### src/rtl/vend_controller.sv
// vend_controller: coin-credit vending sequencer with change return, optional auto-refund under VEND_TIMEOUT_EN
module vend_controller #(
  parameter int BITS       = 4,
  parameter int MAX_CREDIT = 10,
  parameter int PRICE_A    = 3,
  parameter int PRICE_B    = 7,
  parameter int TIMEOUT    = 15
) (
  input  logic            clk,
  input  logic            rst,
  input  logic            moneda100,
  input  logic            moneda500,
  input  logic            sel_a,
  input  logic            sel_b,
  input  logic            cancel,
  output logic [BITS-1:0] credit,
  output logic            dispense_a,
  output logic            dispense_b,
  output logic            change_pulse,
  output logic            coin_reject,
  output logic            short_funds,
  output logic            busy
);
  typedef enum logic [1:0] {IDLE, COLLECT, DISPENSE, CHANGE} state_t;
  state_t state, state_nxt;
  logic [BITS-1:0] credit_nxt;
  logic [BITS:0] wide, price;
  logic prev100, prev500, e100, e500;
  logic prod, prod_nxt, gap, gap_nxt, reject_nxt, short_nxt;
  logic open, cancel_ok, sel, sel_ok, c100_ok, c500_ok, coin_ok, timeout;
  if (MAX_CREDIT >= 2**BITS || PRICE_A < 1 || PRICE_A > MAX_CREDIT ||
      PRICE_B < 1 || PRICE_B > MAX_CREDIT || TIMEOUT < 1) begin : g_bad_params
    $error("vend_controller: illegal parameter set");
  end
  assign e100 = moneda100 & ~prev100;
  assign e500 = moneda500 & ~prev500;
  always_comb begin
    open       = state == IDLE || state == COLLECT;
    wide       = {1'b0, credit};
    price      = sel_a ? (BITS+1)'(PRICE_A) : (BITS+1)'(PRICE_B);
    cancel_ok  = state == COLLECT && cancel;
    sel        = open && !cancel_ok && (sel_a || sel_b);
    sel_ok     = sel && wide >= price;
    c100_ok    = open && !cancel_ok && !sel_ok && e100 &&
                 wide + (BITS+1)'(1) <= (BITS+1)'(MAX_CREDIT);
    c500_ok    = open && !cancel_ok && !sel_ok && !e100 && e500 &&
                 wide + (BITS+1)'(5) <= (BITS+1)'(MAX_CREDIT);
    coin_ok    = c100_ok || c500_ok;
    reject_nxt = (e100 && !c100_ok) || (e500 && !c500_ok);
    short_nxt  = sel && !sel_ok;
  end
`ifdef VEND_TIMEOUT_EN
  localparam int TW = $clog2(TIMEOUT + 1);
  logic [TW-1:0] tcnt;
  assign timeout = state == COLLECT && !cancel_ok && !sel_ok && !coin_ok &&
                   tcnt == TW'(TIMEOUT - 1);
  always_ff @(posedge clk) begin
    if (!rst)
      tcnt <= '0;
    else
      tcnt <= (state == COLLECT && state_nxt == COLLECT && !coin_ok) ?
              (tcnt == TW'(TIMEOUT) ? tcnt : tcnt + TW'(1)) : '0;
  end
`else
  assign timeout = 1'b0;
`endif
  always_ff @(posedge clk) begin
    if (!rst) begin
      state       <= IDLE;
      credit      <= '0;
      prev100     <= 1'b0;
      prev500     <= 1'b0;
      prod        <= 1'b0;
      gap         <= 1'b0;
      coin_reject <= 1'b0;
      short_funds <= 1'b0;
    end else begin
      state       <= state_nxt;
      credit      <= credit_nxt;
      prev100     <= moneda100;
      prev500     <= moneda500;
      prod        <= prod_nxt;
      gap         <= gap_nxt;
      coin_reject <= reject_nxt;
      short_funds <= short_nxt;
    end
  end
  always_comb begin
    state_nxt  = state;
    credit_nxt = credit;
    prod_nxt   = prod;
    case (state)
      IDLE, COLLECT: begin
        if (cancel_ok) begin
          state_nxt = CHANGE;
        end else if (sel_ok) begin
          credit_nxt = credit - BITS'(price);
          prod_nxt   = !sel_a;
          state_nxt  = DISPENSE;
        end else if (coin_ok) begin
          credit_nxt = credit + (c100_ok ? BITS'(1) : BITS'(5));
          state_nxt  = COLLECT;
        end else if (timeout) begin
          state_nxt = CHANGE;
        end
      end
      DISPENSE: state_nxt = credit != '0 ? CHANGE : IDLE;
      default: begin
        if (!gap) begin
          credit_nxt = credit - BITS'(1);
          state_nxt  = credit == BITS'(1) ? IDLE : CHANGE;
        end
      end
    endcase
    gap_nxt = state == CHANGE && state_nxt == CHANGE && !gap;
  end
  always_comb begin
    dispense_a   = state == DISPENSE && !prod;
    dispense_b   = state == DISPENSE && prod;
    change_pulse = state == CHANGE && !gap;
    busy         = state == DISPENSE || state == CHANGE;
  end
endmodule

### config.mk
export PLATFORM = sky130hd
export DESIGN_NAME = vend_controller
export DESIGN_NICKNAME = d
export VERILOG_FILES = /design/src/rtl/vend_controller.sv
export SDC_FILE = /design/constraint.sdc
export NUM_CORES = 1
export LEC_CHECK = 0
export ABC_CLOCK_PERIOD_IN_PS = 8600
export CAP_MARGIN = 20
export CORE_ASPECT_RATIO = 1.1
export CORE_MARGIN = 2
export CORE_UTILIZATION = 44
export CTS_CLUSTER_SIZE = 30
export DETAILED_ROUTE_END_ITERATION = 10
export GPL_TIMING_DRIVEN = 1
export PLACE_DENSITY = 0.69
export SYNTH_ARGS = -nofsm -noshare
export SYNTH_HDL_FRONTEND = slang
export SYNTH_SLANG_ARGS = --single-unit
### constraint.sdc
create_clock -name clk -period 8.6 [get_ports clk]
set_input_delay 1.29 -clock clk [delete_from_list [all_inputs] [get_ports clk]]
set_output_delay 1.29 -clock clk [all_outputs]
set_load 0.01 [all_outputs]
==> out/results.txt, run 1 <==
Syn-to-layout area delta: 23.1%
Setup Skew: 8.69 ps
Overall Global Routing Usage: 19.7%
Slew @ Worst Pin: 511 ps
Leak: 0.474 nW
Fin crit share: 43.7%
Post-Syn Nets: 122
Die X: 47.9 microns
CTS tree: yes
Grt ovf: 0
Hold buffers post-CTS: 0
GR peak layer: met2
Placed standard-cell area: 0.00111 sq mm
Peak fanout along the critical path: 4
Power Dens Cells: 326 mW/mm^2
Synth async-reset ratio: 0%
Critical-path cell list: clkdlybuf4s50_1, ha_1, a211oi_2, nor3_1, nor2_1, o21ai_0, ha_1, a31oi_1, nand2_4, a21oi_1, a2111oi_4, mux2i_1
Clock buffer depth: 2
Post-Synthesis Cell Area: 932 sq um
R2r setup slk: 5500 ps
DR iter-0 viols: 19
FP Rows: 17
Post-synth cell types: 44
CTS sink cnt: 12
Drt total wl: 2160 microns
Met1 GRT Util: 23.8%
DP HPWL: 1630 microns
Sw Pwr: 0.000166 W
Highest-delay cell along the critical path: clkdlybuf4s50_1
Prevailing post-synth register cell: dfxtp_1
Sw Share: 44.4%
Seq/Total Area, Yosys: 25.8%
Vias in the first global route: 813
Slew HR: 65.7%
Peak supply drop: 0.171 mV
Core Util, Final: 57.4%
RSZ-0062 raised after global routing: false
Fin area: 0.00115 sq mm
Status: finished, final reports clean
# port buffers: 16
Mapped Cells: 107
H-tree levels: 1
Crit path top cell by count: ha_1
M2 GR Usage: 34.4%
Core ar.: 0.00200 sq mm
Clock power share: 12.3%
Die area: 0.00250 sq mm
Final WS setup: 4840 ps
DRT antenna net count: 0
Clock latency on the worst-skew pair: 280 ps
Initial Utilization: 46.6%
Ant diodes: 0
Wire per inst: 14.3 microns
RePlAce Congestion: 0.828
I/O Pins: 17
Largest net degree at the start of global routing: 14
DRC viols: 0
Die Ht: 52.3 microns
Post-synth EDFFs: 0
DP Worst Slack: 4550 ps
Global Route met3 Usage: 3.45%
Root Buffer: clkbuf_4
Flops & latches, synth: 12
Seq pwr share: 27.4%
CTS resizes: 0
Critical setup path kind: input pin to flop
Crit end category: flop
CP Launch Type: input pin
Internal power: 0.000208 W
Clock-pin transition on the worst setup and hold timing paths: 90 ps
Max Fclk: 266 MHz
Slew Limit Fails: 0
Hold Crit Class: flop to flop
Setup violations, final: 0
Vias after detailed routing: 872
Crit-path max cell delay: 470 ps
Min cycle time layout: 3760 ps
Max-cap violations: 0
Setup bufs post-CTS: 0
CTS Buf Count: 3
Drt first pass iters: 6
Hold Fails Final Rpt: 0
Data arrival, critical path: 3930 ps
Synth warn: 0
Layout Nets: 139
WHS: 515 ps
Initial antenna violation count: 0
Mapped Avg Cell Area: 8.71 sq um
First-pass GRT wire length: 3530 microns
Setup TNS Final: 0 ps
Logic pwr share: 60.3%
Vias per cell: 5.77
Ratio of cells with drive above 1 in the final layout: 13.0%
Crit path required time: 8770 ps
-- power by group through the flow --
stage / clock network [W] / registers, W / logic [W]
final: 0.0000460 / 0.000102 / 0.000225
after global routing: 0.0000494 / 0.000106 / 0.000248
after CTS: 0.0000466 / 0.000103 / 0.000226
after detailed placement: 0 / 0.000104 / 0.000224
after global placement: 0 / 0.000103 / 0.000221
after floorplan: 0 / 0.0000907 / 0.000174
-- registers in the layout, indices dropped and copies added (netlist names) --
signal       flops
credit           4
state            2
coin_reject      1
gap              1
prev100          1
prev500          1
prod             1
short_funds      1
-- worst max-delay path: cells and delay by family --
| family | cells | cell delay, ps |
|---|---|---|
| AO/OA/AOI/OAI | 5 | 820 |
| adder cells (fa/ha/maj) | 2 | 700 |
| buffers and inverters | 1 | 470 |
| multiplexers | 1 | 140 |
| AND/OR/NAND/NOR | 3 | 520 |
-- final timing paths --
path                                              from  cells past startpoint                     end
worst max register to register  credit[0]$_SDFFE_PN0P_                     12  credit[3]$_SDFFE_PN0P_
worst min register to register       prod$_SDFFE_PN0P_                      2       prod$_SDFFE_PN0P_
worst max-delay path                             sel_a                     12  credit[3]$_SDFFE_PN0P_
worst min-delay path                 prod$_SDFFE_PN0P_                      2       prod$_SDFFE_PN0P_
-- synth_stat cells (2+ instances only) --
cell	instances	share of area, %
dfxtp_1	12	26
a21oi_1	10	5.4
ha_1	8	11
o21ai_0	7	3.8
nand2_1	6	2.4
nor2_1	6	2.4
nor2b_1	4	2.7
and2_1	3	2.0
clkbuf_1	3	1.2
inv_1	3	1.2
nand2b_1	3	2.0
nor3b_1	3	2.4
a31oi_1	2	1.3
mux2i_1	2	2.1
nand3_1	2	1.1
o21a_1	2	1.6
o31ai_1	2	1.6
or2_2	2	1.3
xor2_1	2	1.9
-- layer usage --
layer,up-vias,wire length [microns]
met1,411,928
met4,0,48
li1,428,-
met2,26,1080
met5,-,0
met3,7,104
-- logic make-up (layout without fill, tap and decap cells) --
family | after synthesis | after routing | synth area share, %
compound gates | 38 | 38 | 31.8
simple gates | 37 | 37 | 23.8
flops | 12 | 12 | 25.8
fa+ha+maj | 8 | 8 | 10.7
buf+inv | 7 | 23 | 2.95
xor+xnor | 3 | 3 | 2.82
mux | 2 | 2 | 2.15
-- stage by stage --
stage / power, W / std cells
global placement: 0.000323 / 147
floorplan: 0.000264 / 107
global route: 0.000404 / 151
detailed placement: 0.000328 / 147
CTS: 0.000375 / 151
finish: 0.000374 / 151
-- cells in the final DEF, fill, tap and decap left out, types with 3 or more instances in the layout --
cell             instances
a21oi_1                 10
and2_1                   3
clkbuf_4                 3
clkdlybuf4s50_1         16
dfxtp_1                 12
ha_1                     8
inv_1                    3
nand2_1                  6
nand2b_1                 3
nor2_1                   6
nor2b_1                  4
nor3b_1                  3
o21ai_0                  7
-- layout make-up --
class	count	area, sq um
sequential	12	240
clock buffer	4	36.3
inverter	3	11.3
timing repair buffer	16	160
tap	28	35.0
fill	193	852
multi-input combinational	88	664
No activity file was read; power rests on OpenSTA's default activity.
==> inputs of run 2 (changes only) <==
- ABC_CLOCK_PERIOD_IN_PS: 8600 -> 3100
- PLACE_DENSITY: 0.69 -> 0.72
- clock period: 8.6 -> 3.1 ns (I/O delays scaled with it)
==> out/results.txt, run 2 (synthesis results as in run 1) <==
DR iter-0 viols: 16 (-3)
Worst reg-to-reg path cell count: 12 (unchanged)
Fin crit share: 90.2%
Setup bufs post-CTS: 0 (unchanged)
Max-cap violations: 0 (unchanged)
Ratio of cells with drive above 1 in the final layout: 18.3% (+5.3 points)
Status: finished, final reports clean
Highest-delay cell along the critical path: clkdlybuf4s50_1
Setup violations, final: 0 (unchanged)
Crit end category: flop
RSZ-0062 raised after global routing: false
WHS: 524 ps (+8.78 ps)
DP HPWL: 1710 microns (+4.6%)
Die area: 0.00250 sq mm (unchanged)
Ant diodes: 0 (unchanged)
RePlAce Congestion: 0.895 (+8.2%)
Peak fanout along the critical path: 4 (unchanged)
Crit-path max cell delay: 440 ps (-30 ps)
I/O Pins: 17 (unchanged)
Data arrival, critical path: 3020 ps (-910 ps)
Slew @ Worst Pin: 525 ps (+14.0 ps)
Critical setup path kind: input pin to flop
Max reg flops: 4 (unchanged)
Layout Nets: 147 (+5.8%)
Slew HR: 64.7% (-0.94 points)
Leak: 0.513 nW (+8.2%)
DRC viols: 0 (unchanged)
Crit path required time: 3320 ps (-5450 ps)
Slew Limit Fails: 0 (unchanged)
Hold buffers post-CTS: 0 (unchanged)
Reg2reg end: credit[3]$_SDFFE_PN0P_
Highest-count cells in the layout ignoring fill and taps: clkdlybuf4s50_1, dfxtp_1, a21oi_1
Top flop regs: credit (4), state (2)
CTS tree: yes
CTS resizes: 0 (unchanged)
Min cycle time layout: 2800 ps
Drt first pass iters: 4 (-2)
Global Route met3 Usage: 3.79% (+0.34 points)
Power Dens Cells: 899 mW/mm^2 (+180%)
FF-to-FF Start: credit[0]$_SDFFE_PN0P_
Largest net degree at the start of global routing: 14 (unchanged)
Vias per cell: 5.45 (-5.6%)
Initial Utilization: 46.6% (unchanged)
Syn-to-layout area delta: 29.5%
CP Launch Type: input pin
H-tree levels: 1 (unchanged)
Vias in the first global route: 820 (+0.86%)
R2r setup slk: 460 ps (-5040 ps)
FP Rows: 17 (unchanged)
Clock buffer depth: 2 (unchanged)
Root Buffer: clkbuf_4
Max Fclk: 357 MHz
M2 GR Usage: 32.4% (-2.0 points)
# port buffers: 16 (unchanged)
Die X: 47.9 microns (unchanged)
Overall Global Routing Usage: 21.2% (+1.5 points)
Hold Crit Class: flop to flop
Setup Skew: 9.76 ps (+1.07 ps)
Die Ht: 52.3 microns (unchanged)
Crit path from: sel_a
Crit path top cell by count: ha_1
Hold Fails Final Rpt: 0 (unchanged)
Clock latency on the worst-skew pair: 280 ps (about the same)
DRT antenna net count: 0 (unchanged)
CTS Buf Count: 3 (unchanged)
Wire per inst: 13.8 microns (-3.8%)
Most common cell after layout, fill and taps aside: clkdlybuf4s50_1
Overall Power: 0.00109 W (+190%)
First-pass GRT wire length: 3720 microns (+5.3%)
CTS sink cnt: 12 (unchanged)
Largest reg by FF count: credit
Peak supply drop: 0.544 mV (+220%)
Vias after detailed routing: 867 (-0.57%)
Clock-pin transition on the worst setup and hold timing paths: 90 ps (about the same)
Drt total wl: 2190 microns (+1.3%)
GR peak layer: met2
Critical-path cell list: clkdlybuf4s50_1, ha_1, a211oi_2, nor3_1, nor2_1, o21ai_0, ha_1, a31oi_1, nand2_4, o211ai_4, a2111oi_4, mux2i_1
Initial antenna violation count: 0 (unchanged)
Core ar.: 0.00200 sq mm (unchanged)
Met1 GRT Util: 27.9% (+4.1 points)
Grt ovf: 0 (unchanged)
Worst setup path end: credit[3]$_SDFFE_PN0P_
==> run 2: cell types whose count changed in the layout (fill, tap and decap cells not counted) <==
cell / previous run / this run
buf_4: 0 / 8
==> run 2: final cells by class <==
cell class | count | area [sq um]
Clock buffer | 4 | 36.3
Sequential cell | 12 | 240
Inverter | 3 | 11.3
Multi-Input combinational cell | 88 | 664
Tap cell | 28 | 35.0
Fill cell | 205 | 792
Timing Repair Buffer | 24 | 220
==> run 2: worst max-delay path, delay by kind of cell <==
kind / cells / cell delay, ps
adders and majority gates: 2 / 670
buffers and inverters: 1 / 440
and+or+nand+nor: 3 / 310
muxes: 1 / 200
AOI/OAI and AO/OA: 5 / 920
==> run 2: through the flow <==
step	TNS (ps)	worst slack (ps)	instances	util [%]	instance area, sq um
after floorplan	0	263	107	-	932
after global routing	0	116	159	60.4	1210
final	0	303	159	60.4	1210
after detailed placement	-0.536	-0.536	155	58.6	1170
after CTS	0	295	159	60.4	1210
after global placement	0	123	155	58.6	1170
==> run 2: where the power goes <==
| part | internal (W) | switching [W] | total [W] | leakage, nW |
|---|---|---|---|---|
| Sequential | 0.000197 | 0.0000510 | 0.000248 | 0.0992 |
| Clock | 0.0000714 | 0.0000593 | 0.000131 | 0.0210 |
| Combinational | 0.000350 | 0.000357 | 0.000707 | 0.392 |
| Total | 0.000618 | 0.000467 | 0.00109 | 0.513 |
==> run 2: worst min path at each step <==
stage	from	endpoint	slack, ps	depth (start not counted)
after global routing	prod$_SDFFE_PN0P_	prod$_SDFFE_PN0P_	550	2
after CTS	prod$_SDFFE_PN0P_	prod$_SDFFE_PN0P_	530	2
after global placement	prod$_SDFFE_PN0P_	prod$_SDFFE_PN0P_	510	2
after detailed placement	prod$_SDFFE_PN0P_	prod$_SDFFE_PN0P_	520	2
final	prod$_SDFFE_PN0P_	prod$_SDFFE_PN0P_	520	2
after floorplan	prev500$_SDFF_PN0_	coin_reject$_SDFF_PN0_	490	3
==> run 2: layer usage <==
layer  routed length [microns]  part of all wire, %
met5                         0                    0
met1                      1010                   46
met2                      1050                   48
met4                        30                  1.4
met3                        94                  4.3
==> inputs of run 3 (changes only) <==
- CTS_CLUSTER_SIZE: 30 -> 10
- HOLD_SLACK_MARGIN: not set -> 0.02
==> results of run 3 <==
Same layout as run 2: the final DEF is identical, and so are final timing and power.
